$ cat config.mk
export PLATFORM = sky130hd
export DESIGN_NAME = answer_capture
export DESIGN_NICKNAME = d
export VERILOG_FILES = /design/src/rtl/calc_pkg.sv /design/src/rtl/btn_debounce.sv /design/src/rtl/answer_capture.sv
export SDC_FILE = /design/constraint.sdc
export NUM_CORES = 1
export LEC_CHECK = 0
export ABC_AREA = 1
export CAP_MARGIN = 20
export CORE_ASPECT_RATIO = 1.1
export CORE_UTILIZATION = 33
export DETAILED_ROUTE_END_ITERATION = 7
export PLACE_DENSITY_LB_ADDON = 0.15
export SLEW_MARGIN = 20
export SYNTH_ARGS = -nofsm -noshare
export SYNTH_HDL_FRONTEND = slang
export SYNTH_SLANG_ARGS = --single-unit
$ cat constraint.sdc
create_clock -name tick -period 2.61 [get_ports tick]
set_input_delay 0.3915 -clock tick [delete_from_list [all_inputs] [get_ports tick]]
set_output_delay 0.3915 -clock tick [all_outputs]
set_load 0.005 [all_outputs]
$ cat src/rtl/calc_pkg.sv
// ============================================================================
// Module      : calc_pkg
// Description : Shared controller state codes, display codes and answer FSM
//               state type for the calculator game.
// Revision    : 1.0 - initial release
// ============================================================================
`default_nettype none

package calc_pkg;

    localparam logic [3:0] c_state_start    = 4'd1;
    localparam logic [3:0] c_state_blank    = 4'd2;
    localparam logic [3:0] c_state_question = 4'd3;
    localparam logic [3:0] c_state_answer   = 4'd4;
    localparam logic [3:0] c_state_score    = 4'd8;
    localparam logic [3:0] c_state_bye      = 4'd10;
    localparam logic [3:0] c_state_error    = 4'd11;

    // Response code the print stage renders as a minus sign.
    localparam logic [3:0] c_blank_code     = 4'd11;

    typedef enum logic [1:0] {
        IDLE  = 2'd0,
        ARMED = 2'd1,
        DONE  = 2'd2
    } answer_state_t;

endpackage

`default_nettype wire

$ cat src/rtl/btn_debounce.sv
// ============================================================================
// Module      : btn_debounce
// Description : Two-flop synchroniser, level debouncer and single-tick pulse
//               on the debounced rising edge of a raw push-button.
// Revision    : 1.0 - initial release
// ============================================================================
`default_nettype none

module btn_debounce #(
    parameter int DEBOUNCE_TICKS = 4
) (
    input  logic tick,
    input  logic rst_n,
    input  logic i_btn,
    output logic o_press
);

    localparam int c_cnt_w = $clog2(DEBOUNCE_TICKS + 1);
    localparam logic [c_cnt_w-1:0] c_cnt_last = c_cnt_w'(DEBOUNCE_TICKS - 1);

    logic               r_sync1;
    logic               r_sync2;
    logic               r_stable;
    logic [c_cnt_w-1:0] r_count;
    logic               r_press;

    // The counter tracks consecutive samples that disagree with the accepted
    // level; any agreeing sample restarts it.
    always_ff @(posedge tick or negedge rst_n) begin
        if (!rst_n) begin
            r_sync1  <= 1'b0;
            r_sync2  <= 1'b0;
            r_stable <= 1'b0;
            r_count  <= '0;
            r_press  <= 1'b0;
        end else begin
            r_sync1 <= i_btn;
            r_sync2 <= r_sync1;
            r_press <= 1'b0;
            if (r_sync2 == r_stable) begin
                r_count <= '0;
            end else if (r_count == c_cnt_last) begin
                r_count  <= '0;
                r_stable <= r_sync2;
                r_press  <= r_sync2;
            end else begin
                r_count <= r_count + 1'b1;
            end
        end
    end

    assign o_press = r_press;

endmodule

`default_nettype wire

$ cat src/rtl/answer_capture.sv
// ============================================================================
// Module      : answer_capture
// Description : Captures the player's switch digit on a debounced press,
//               grades it against the expected value and keeps the score.
//               Optional answer timeout enabled by ANSWER_TIMEOUT_EN.
// Revision    : 1.0 - initial release
// ============================================================================
`default_nettype none

module answer_capture
    import calc_pkg::*;
#(
    parameter int         DEBOUNCE_TICKS = 4,
    parameter int         TIMEOUT_TICKS  = 1000,
    parameter logic [3:0] ANSWER_STATE   = c_state_answer,
    parameter logic [3:0] CLEAR_STATE    = c_state_start,
    parameter logic [3:0] BLANK_CODE     = c_blank_code
) (
    input  logic       tick,
    input  logic       rst_n,
    input  logic [3:0] state,
    input  logic [3:0] switches,
    input  logic       enter_btn,
    input  logic [3:0] value,
    output logic [3:0] response,
    output logic       answer_done,
    output logic       correct,
    output logic [1:0] score,
    output logic       timed_out
);

    answer_state_t r_state;
    logic [3:0]    r_switches;
    logic [3:0]    r_response;
    logic          r_answer_done;
    logic          r_correct;
    logic [1:0]    r_score;
    logic          w_press;
    logic          w_digit_valid;
    logic          w_in_answer;

    btn_debounce #(
        .DEBOUNCE_TICKS (DEBOUNCE_TICKS)
    ) u_btn_debounce (
        .tick    (tick),
        .rst_n   (rst_n),
        .i_btn   (enter_btn),
        .o_press (w_press)
    );

    assign w_digit_valid = (r_switches <= 4'd9);
    assign w_in_answer   = (state == ANSWER_STATE);

`ifdef ANSWER_TIMEOUT_EN
    localparam logic [15:0] c_timeout_last = 16'(TIMEOUT_TICKS - 1);
    logic [15:0] r_timer;
    logic        r_timed_out;
`else
    localparam int c_unused_timeout = TIMEOUT_TICKS;
`endif

    always_ff @(posedge tick or negedge rst_n) begin
        if (!rst_n) begin
            r_state       <= IDLE;
            r_switches    <= 4'd0;
            r_response    <= BLANK_CODE;
            r_answer_done <= 1'b0;
            r_correct     <= 1'b0;
            r_score       <= 2'd0;
`ifdef ANSWER_TIMEOUT_EN
            r_timer       <= 16'd0;
            r_timed_out   <= 1'b0;
`endif
        end else begin
            r_switches    <= switches;
            r_answer_done <= 1'b0;
            case (r_state)
                IDLE: begin
                    r_response <= BLANK_CODE;
                    if (state == CLEAR_STATE) begin
                        r_score   <= 2'd0;
                        r_correct <= 1'b0;
`ifdef ANSWER_TIMEOUT_EN
                        r_timed_out <= 1'b0;
`endif
                    end
                    if (w_in_answer) begin
                        r_state <= ARMED;
`ifdef ANSWER_TIMEOUT_EN
                        r_timer <= 16'd0;
`endif
                    end
                end
                ARMED: begin
`ifdef ANSWER_TIMEOUT_EN
                    r_timer <= r_timer + 16'd1;
`endif
                    // Leaving the answer window outranks a coincident press.
                    if (!w_in_answer) begin
                        r_state    <= IDLE;
                        r_response <= BLANK_CODE;
                    end else if (w_press && w_digit_valid) begin
                        r_state       <= DONE;
                        r_response    <= r_switches;
                        r_answer_done <= 1'b1;
                        r_correct     <= (r_switches == value);
                        if ((r_switches == value) && (r_score != 2'd3)) begin
                            r_score <= r_score + 2'd1;
                        end
`ifdef ANSWER_TIMEOUT_EN
                        r_timed_out <= 1'b0;
                    end else if (r_timer == c_timeout_last) begin
                        r_state       <= DONE;
                        r_response    <= BLANK_CODE;
                        r_answer_done <= 1'b1;
                        r_correct     <= 1'b0;
                        r_timed_out   <= 1'b1;
`endif
                    end else begin
                        r_response <= w_digit_valid ? r_switches : BLANK_CODE;
                    end
                end
                DONE: begin
                    if (!w_in_answer) begin
                        r_state    <= IDLE;
                        r_response <= BLANK_CODE;
                    end
                end
                default: begin
                    r_state    <= IDLE;
                    r_response <= BLANK_CODE;
                end
            endcase
        end
    end

    assign response    = r_response;
    assign answer_done = r_answer_done;
    assign correct     = r_correct;
    assign score       = r_score;
`ifdef ANSWER_TIMEOUT_EN
    assign timed_out   = r_timed_out;
`else
    assign timed_out   = 1'b0;
`endif

endmodule

`default_nettype wire
### Yosys cells after proc, flatten, opt, wreduce, memory -nomap -nowiden

Cells that the tools add are included.
W data, S select, Z words.

| storage, ports and cells | value |
|---|---|
| output and inout bits | 9 |
| input port bits | 15 |
| bits in registers | 21 |
| logic and storage cells | 64 |

| cells by class | value |
|---|---|
| mux-type cells | 26 |
| reductions and logical operators | 8 |
| magnitude comparators | 1 |
| eq/ne operators | 15 |
| $add $sub $neg | 2 |
| bitwise logic cells | 1 |

Operators with widths:

| cell | number |
|---|---|
| $mux W2 | 8 |
| $mux W4 | 4 |
| $ne A2 B2 Y1 const B | 7 |
| $mux W1 | 8 |
| $pmux W4 S2 | 1 |
| $mux W3 | 2 |
| $pmux W2 S3 | 1 |
| $reduce_and A5 Y1 | 1 |
| $eq A4 B1 Y1 const B | 1 |
| $eq A4 B3 Y1 const B | 1 |
| $eq A4 B4 Y1 | 1 |
| $le A4 B4 Y1 const B | 1 |
| $pmux W2 S2 | 1 |
| $reduce_and A4 Y1 | 1 |
| $add A3 B1 Y3 const B | 1 |
| $eq A3 B2 Y1 const B | 1 |
| $ne A3 B3 Y1 const B | 1 |
| $reduce_and A3 Y1 | 1 |
| $add A2 B1 Y2 const B | 1 |
| $eq A2 B1 Y1 const B | 1 |
| $eq A2 B2 Y1 const B | 1 |
| $logic_and A1 B1 Y1 | 2 |
| $logic_not A2 Y1 | 1 |
| $pmux W1 S2 | 1 |
| other kinds (4) | 4 |

### Logic depth before layout (Yosys ltp)

Gate-level depths: netlist (run 1).

| depth | value |
|---|---|
| word-level depth | 6 |
| gate-level depth with buffers | 9 |
| gate-level depth less buffers | 9 |

### Modules after synthesis

Synthesis (run 1) repeated with hierarchy kept, for this count alone.

| unflattened totals | value |
|---|---|
| cell total of the unflattened synthesis | 117 |
| area, all modules | 985.9 sq um |

Modules (own cells, without submodules):

| module | sequential area each (sq um) | cells each | times used | area an instance (sq um) |
|---|---|---|---|---|
| answer_capture | 354.1 | 90 | 1 | 720.7 |
| btn_debounce | 175.2 | 27 | 1 | 265.3 |

### Worst setup path after synthesis (run 1)

No wires, ideal clock.

| timing path | value |
|---|---|
| path kind | input-to-reg |
| from | in state[1] |
| to | reg r_score[0] (netlist: score[0]) |
| stages on the path | 8 |
| arrival time | 1.037 ns |
| setup slack | 1.456 ns |
| required time | 2.493 ns |
| setup time | 0.117 ns |
| cell sequence | nor2_2 -> nand2_1 -> clkinv_1 -> nand2_2 -> a21oi_4 -> nand2_1 -> nand2_1 -> nand2_1 |

| on the way | value |
|---|---|
| cells in the longest elaborated chain, start to end | 3 |

RTL lines:

| item | RTL line | text |
|---|---|---|
| from (decl) | answer_capture.sv:21 | `input logic [3:0] state,` |
| $eq A4 B1 Y1 or $eq A4 B3 Y1 (tied branches) | answer_capture.sv:80, answer_capture.sv:52 |  |
| $ne A2 B2 Y1 (no line) | - |  |
| $reduce_and A5 Y1 (no line) (*) | - |  |
| to (signal assigned) | answer_capture.sv:108 | `r_score <= r_score + 2'd1;` |
| to (decl) | answer_capture.sv:37 | `logic [1:0] r_score;` |

Mark *: on every way between the ends. The rest lies on a longest branch, timed or not.
A chain may end at the register's enable or synchronous reset.

### Worst setup path in the final report (run 1)

| timing path | value |
|---|---|
| from | reg r_response[0] (netlist: response[0]) |
| to | out response[0] |

RTL lines:

| item | RTL line | text |
|---|---|---|
| from (decl) | answer_capture.sv:34 | `logic [3:0] r_response;` |
| from (signal assigned) | answer_capture.sv:104 | `r_response <= r_switches;` |
| from (signal assigned) | answer_capture.sv:120 | `r_response <= w_digit_valid ? r_switches : BLANK_CODE;` |
| to (decl) | answer_capture.sv:25 | `output logic [3:0] response,` |

No word-level cell between the ends.

==> metrics.yaml, run 1 <==
fmaxAchievable_ghz: 0.577
first_pass_iters: 4
p_sw_uw: 168
core_region_area_um2: 2780
rrSetupSlack_ns: 1.35
peakVddDrop_v: 0.000329
cp.required_ns: 2.22
slowest_stage: "dfstp_2"
cellPowerDensity_nw_per_um2: 503
setup_viol: 0
tritoncts: "done"
drcViolationCount: 0
worstHoldPathCells: 0
period_share_pct: 66.4
crit_buf_inv: 1
ys_seq_area_share_pct: 55.0
grt.total_usage_pct: 12.8
clk_pin_slew_worst_paths_ns: 0.12
grt_pass1_vias: 681
r2r-end: "score[1]$_DFFE_PN0P_"
r2r_cells: 8
fin_skew_ns: 0.00345
min-delay-start: "u_btn_debounce.r_sync1$_DFF_PN0_"
finalNetCount: 154
tns_ns: 0
drive_above_1_share_pct: 13.2
die_x_um: 53.5
h-tree-depth: 1
cts.sinks: 21
final_cells: 169
wire_per_inst_um: 10.0
crit_arrival_ns: 1.34
path_delay_family: "flip-flops"
clockBufferDepth: 2
area_delta_synth_final_pct: 30.0
mostFrequentLayoutCell: "nand2_1"
p_int_uw: 461
globalRoute.totalOverflow: 0
startpoint_type: "register"
avgViaCountPerCell: 4.30
leakagePower_nw: 0.592
slowest_delay_ns: 0.55
vias: 727
dp.cells: 165
rows: 20
die_area_um2: 3140
comb_power_share_pct: 16.7
avgSynthCellArea_um2: 8.75
dr.first_iter.drc_count: 7
wl_um: 1700
synthFlopType: "dfrtp_1"
fin_crit_ns: 1.73
dp_hpwl_um: 1330
ys.warnings.count: 0
ant_nets: 0
clkPwrFrac_pct: 24.8
synth_seq_cells: 21
netlist_instances: 110
synth_edf_count: 0
grt_max_degree: 22
cts_made_buffers: 3
status: "finished, final reports clean"
worstHoldPathType: "register to register"
final_hold_viol_count: 0
rsz0062_at_grt: "no"
place.gp.congestion: 0.800
final_cell_mix: "nand2_1 (30), clkdlybuf4s50_1 (22), inv_1 (18), dfrtp_1 (18), nor2_1 (9)"
rr_startpoint: "r_switches[3]$_DFF_PN0_"
die_h_um: 58.6
synthArstFlopShare_pct: 100
ios: 24
synth.distinct_cells: 24
n_antenna_cell: 0
worstPathCellList: "clkdlybuf4s50_1"
syn_nets: 127
root_buffer: "clkbuf_4"
endpoint_kind: "output pin"
maxCapViolCount: 0
clk_latency_ns: 0.30
seq_power_share_pct: 58.4
worstSetupPathType: "register to output pin"
critPathMaxFanout: 2
grt_pass1_wl_um: 2860
initial_utilization_pct: 34.6
switching_share_pct: 26.7
syn_area_um2: 962
drv_slew: 0
place.port_buffers: 22
antenna_found_initial: 0
hold_path_end: "u_btn_debounce.r_sync2$_DFF_PN0_"
hold_buffers: 0
postCtsSetupBuffers: 0
post_cts_resized: 0
flip-flops by register name, indices dropped and copies added, names as in the netlist:
name,count
r_state,2
r_switches,4
u_btn_debounce.o_press,1
u_btn_debounce.r_stable,1
response,4
u_btn_debounce.r_sync2,1
u_btn_debounce.r_count,3
u_btn_debounce.r_sync1,1
correct,1
answer_done,1
score,2
worst max-delay path by stage:
stage,from,end,slack [ns],cells after the start
2_1_floorplan,state[1],score[0]$_DFFE_PN0P_,1.46,8
6_report,response[0]$_DFFE_PN1P_,response[0],0.88,1
4_1_cts,response[0]$_DFFE_PN1P_,response[0],0.85,1
3_3_place_gp,state[2],correct$_DFFE_PN0P_,0.93,10
5_1_grt,response[0]$_DFFE_PN1P_,response[0],0.83,1
3_5_place_dp,state[2],score[1]$_DFFE_PN0P_,0.89,10
Yosys cell counts, drive strengths merged, types with 2 or more instances:
library cell | instances | share of area (%)
nand2 | 33 | 14
inv | 19 | 7.4
dfrtp | 18 | 47
nor2 | 14 | 7.8
nand3 | 6 | 3.1
dfstp | 3 | 8.2
a21oi | 2 | 2.2
ha | 2 | 2.6
nor3 | 2 | 1.0
o21ai | 2 | 1.0
area by class of cell:
| cell class | instances | area, um^2 |
|---|---|---|
| clock inverters | 1 | 5.00 |
| multi-input cells | 68 | 350 |
| fillers | 279 | 1530 |
| flip-flops and latches | 21 | 529 |
| inverters | 20 | 75.1 |
| well taps | 33 | 41.3 |
| repair buffers | 23 | 228 |
| clock buffers | 3 | 22.5 |
cell families after synthesis:
logic type               synth area share, %
AO/OA/AOI/OAI                           6.11
XOR/XNOR                               0.910
adder cells (fa/ha/maj)                 2.60
buffers and inverters                   8.58
flip-flops                              55.0
other                                  0.390
AND/OR/NAND/NOR                         26.4
power groups by stage:
stage               logic [mW]  registers, mW  clock network (mW)
finish                   0.105          0.368               0.156
global route             0.120          0.371               0.174
CTS                      0.108          0.368               0.166
detailed placement       0.108          0.375                   0
global placement         0.105          0.373                   0
floorplan               0.0649          0.371                   0
per-stage QoR:
step | setup slack [ns] | power [mW] | cell area (um^2) | hold WS, ns | util [%]
floorplan | 1.46 | 0.435 | 962 | 0.0959 | -
global placement | 0.930 | 0.478 | 1220 | 0.341 | 44.1
detailed placement | 0.891 | 0.483 | 1220 | 0.341 | 44.1
CTS | 0.853 | 0.643 | 1250 | 0.377 | 45.0
global route | 0.833 | 0.666 | 1250 | 0.386 | 45.0
finish | 0.877 | 0.629 | 1250 | 0.370 | 45.0
metal layers:
| metal | share of wire, % | up-vias | GRT usage (%) |
|---|---|---|---|
| li1 | - | 385 | - |
| met1 | 50 | 325 | 17.5 |
| met2 | 46 | 15 | 19.5 |
| met3 | 3.3 | 2 | 3.10 |
| met4 | 0.83 | 0 | 4.51 |
| met5 | 0 | - | 0 |
Note: power is estimated with default switching activity, not from simulation.
==> inputs of run 2 (changes only) <==
clock period = 1.8 ns   (was 2.61 ns; I/O delays follow)
==> metrics.yaml, run 2 (synthesis results as in run 1) <==
crit_buf_inv: 1  # unchanged
leakagePower_nw: 0.592  # unchanged
worstSetupPathType: "register to output pin"  # unchanged
rsz0062_at_grt: "no"  # unchanged
slowest_stage: "dfstp_2"  # unchanged
final_cells: 169  # unchanged
n_antenna_cell: 0  # unchanged
fin_skew_ns: 0.00317  # was 0.00345 ns
tns_ns: 0  # unchanged
drv_slew: 0  # unchanged
cts_made_buffers: 3  # unchanged
crit_end: "response[0]"  # unchanged
ios: 24  # unchanged
crit_arrival_ns: 1.34  # about the same
die_x_um: 53.5  # unchanged
post_cts_resized: 0  # unchanged
peakVddDrop_v: 0.000638  # was 0.000329 V
initial_utilization_pct: 34.6  # unchanged
first_pass_iters: 4  # unchanged
cts.sinks: 21  # unchanged
endpoint_kind: "output pin"  # unchanged
final_cell_mix: "nand2_1 (30), clkdlybuf4s50_1 (22), inv_1 (18), dfrtp_1 (18), nor2_1 (9)"  # unchanged
maxCapViolCount: 0  # unchanged
postCtsSetupBuffers: 0  # unchanged
rrSetupSlack_ns: 0.55  # was 1.35 ns
core_region_area_um2: 2780  # unchanged
vias: 721  # was 727
startpoint_type: "register"  # unchanged
status: "finished, final reports clean"  # unchanged
seqCellArea_um2: 529  # unchanged
root_buffer: "clkbuf_4"  # unchanged
mostFrequentLayoutCell: "nand2_1"  # unchanged
filler_cell_count: 265  # was 279
worstHoldPathType: "primary input to asynchronous set/reset pin"  # was register to register
dp_hpwl_um: 1290  # was 1330 um
r2r_cells: 8  # unchanged
hold_buffers: 0  # unchanged
tritoncts: "done"  # unchanged
fin_crit_ns: 1.61
grt_max_degree: 22  # unchanged
critPathMaxFanout: 2  # unchanged
path_delay_family: "flip-flops"  # unchanged
fin_util_pct: 45.0  # unchanged
cellPowerDensity_nw_per_um2: 724  # was 503 nW/um^2
antenna_found_initial: 0  # unchanged
ant_nets: 0  # unchanged
h-tree-depth: 1  # unchanged
grt_pass1_vias: 669  # was 681
cp.required_ns: 1.53  # was 2.22 ns
drcViolationCount: 0  # unchanged
grt.total_usage_pct: 12.4  # was 12.8%
multi_input_area_um2: 350  # unchanged
slowest_delay_ns: 0.55  # about the same
dr.first_iter.drc_count: 6  # was 7
avgViaCountPerCell: 4.27  # was 4.30
place.port_buffers: 22  # unchanged
finalNetCount: 154  # unchanged
wl_um: 1640  # was 1700 um
worstPathCellList: "clkdlybuf4s50_1"  # unchanged
rr_startpoint: "r_state[1]$_DFFE_PN0P_"  # was r_switches[3]$_DFF_PN0_
fin_ws_ns: 0.195  # was 0.877 ns
drive_above_1_share_pct: 13.2  # unchanged
whs_ns: 0.305  # was 0.370 ns
place.gp.congestion: 0.812  # was 0.800
cp-startpoint: "response[0]$_DFFE_PN1P_"  # unchanged
r2r-end: "score[0]$_DFFE_PN0P_"  # was score[1]$_DFFE_PN0P_
clk_latency_ns: 0.30  # about the same
setup_viol: 0  # unchanged
dp.cells: 165  # unchanged
wire_per_inst_um: 9.69  # was 10.0 um
place_ws_ns: 0.203  # was 0.891 ns
clk_pin_slew_worst_paths_ns: 0.11  # was 0.12 ns
die_h_um: 58.6  # unchanged
final_hold_viol_count: 0  # unchanged
grt_pass1_wl_um: 2740  # was 2860 um
die_area_um2: 3140  # unchanged
globalRoute.totalOverflow: 0  # unchanged
area_delta_synth_final_pct: 30.0  # unchanged
fmaxAchievable_ghz: 0.623
rows: 20  # unchanged
period_share_pct: 89.2
clockBufferDepth: 2  # unchanged
path_depth: 1  # unchanged
-- run 2: metal layers --
layer	up-vias	routed length, um	GRT usage [%]
met5	-	0	0
met3	4	58	3.10
li1	383	-	-
met4	0	25	4.51
met1	317	797	15.6
met2	17	756	20.2
-- run 2: how the worst min path moves through the flow --
stage                                                start                                to  slack (ns)  depth (start not counted)
after floorplan                                      rst_n             answer_done$_DFF_PN0_       -0.03                          0
after global placement    u_btn_debounce.r_sync1$_DFF_PN0_  u_btn_debounce.r_sync2$_DFF_PN0_        0.34                          0
after detailed placement  u_btn_debounce.r_sync1$_DFF_PN0_  u_btn_debounce.r_sync2$_DFF_PN0_        0.35                          0
after CTS                                            rst_n              score[1]$_DFFE_PN0P_        0.31                          2
after global routing                                 rst_n               correct$_DFFE_PN0P_        0.32                          2
final                                                rst_n              score[1]$_DFFE_PN0P_        0.31                          2
-- run 2: worst reg2reg max path, delay by kind of cell (launching register included) --
family,cells,cell delay [ns]
flip-flops,1,0.45
AND/OR/NAND/NOR,8,0.69
-- run 2: where the power goes --
part | switching [mW] | internal (mW) | total (mW)
combinational | 0.0794 | 0.0748 | 0.154
sequential | 0.0206 | 0.510 | 0.531
clock | 0.138 | 0.0828 | 0.221
total | 0.238 | 0.668 | 0.906
-- run 2: metrics by stage --
step,instance area (um^2),total power [mW]
finish,1250,0.906
global route,1250,0.970
CTS,1250,0.928
global placement,1220,0.693
detailed placement,1220,0.697
floorplan,962,0.631
-- run 2: area by class of cell --
class | instances | share of cell area, %
Clock inverter | 1 | 0.400
Sequential cell | 21 | 42.3
Clock buffer | 3 | 1.80
Tap cell | 33 | 3.30
Inverter | 20 | 6.00
Multi-Input combinational cell | 68 | 28.0
Timing Repair Buffer | 23 | 18.2
==> inputs of run 3 (changes only) <==
GPL_ROUTABILITY_DRIVEN = 0   (was unset)
SKIP_LAST_GASP = 1   (was unset)
==> results of run 3 <==
The final DEF is identical to that of run 2; final timing and power are the same.
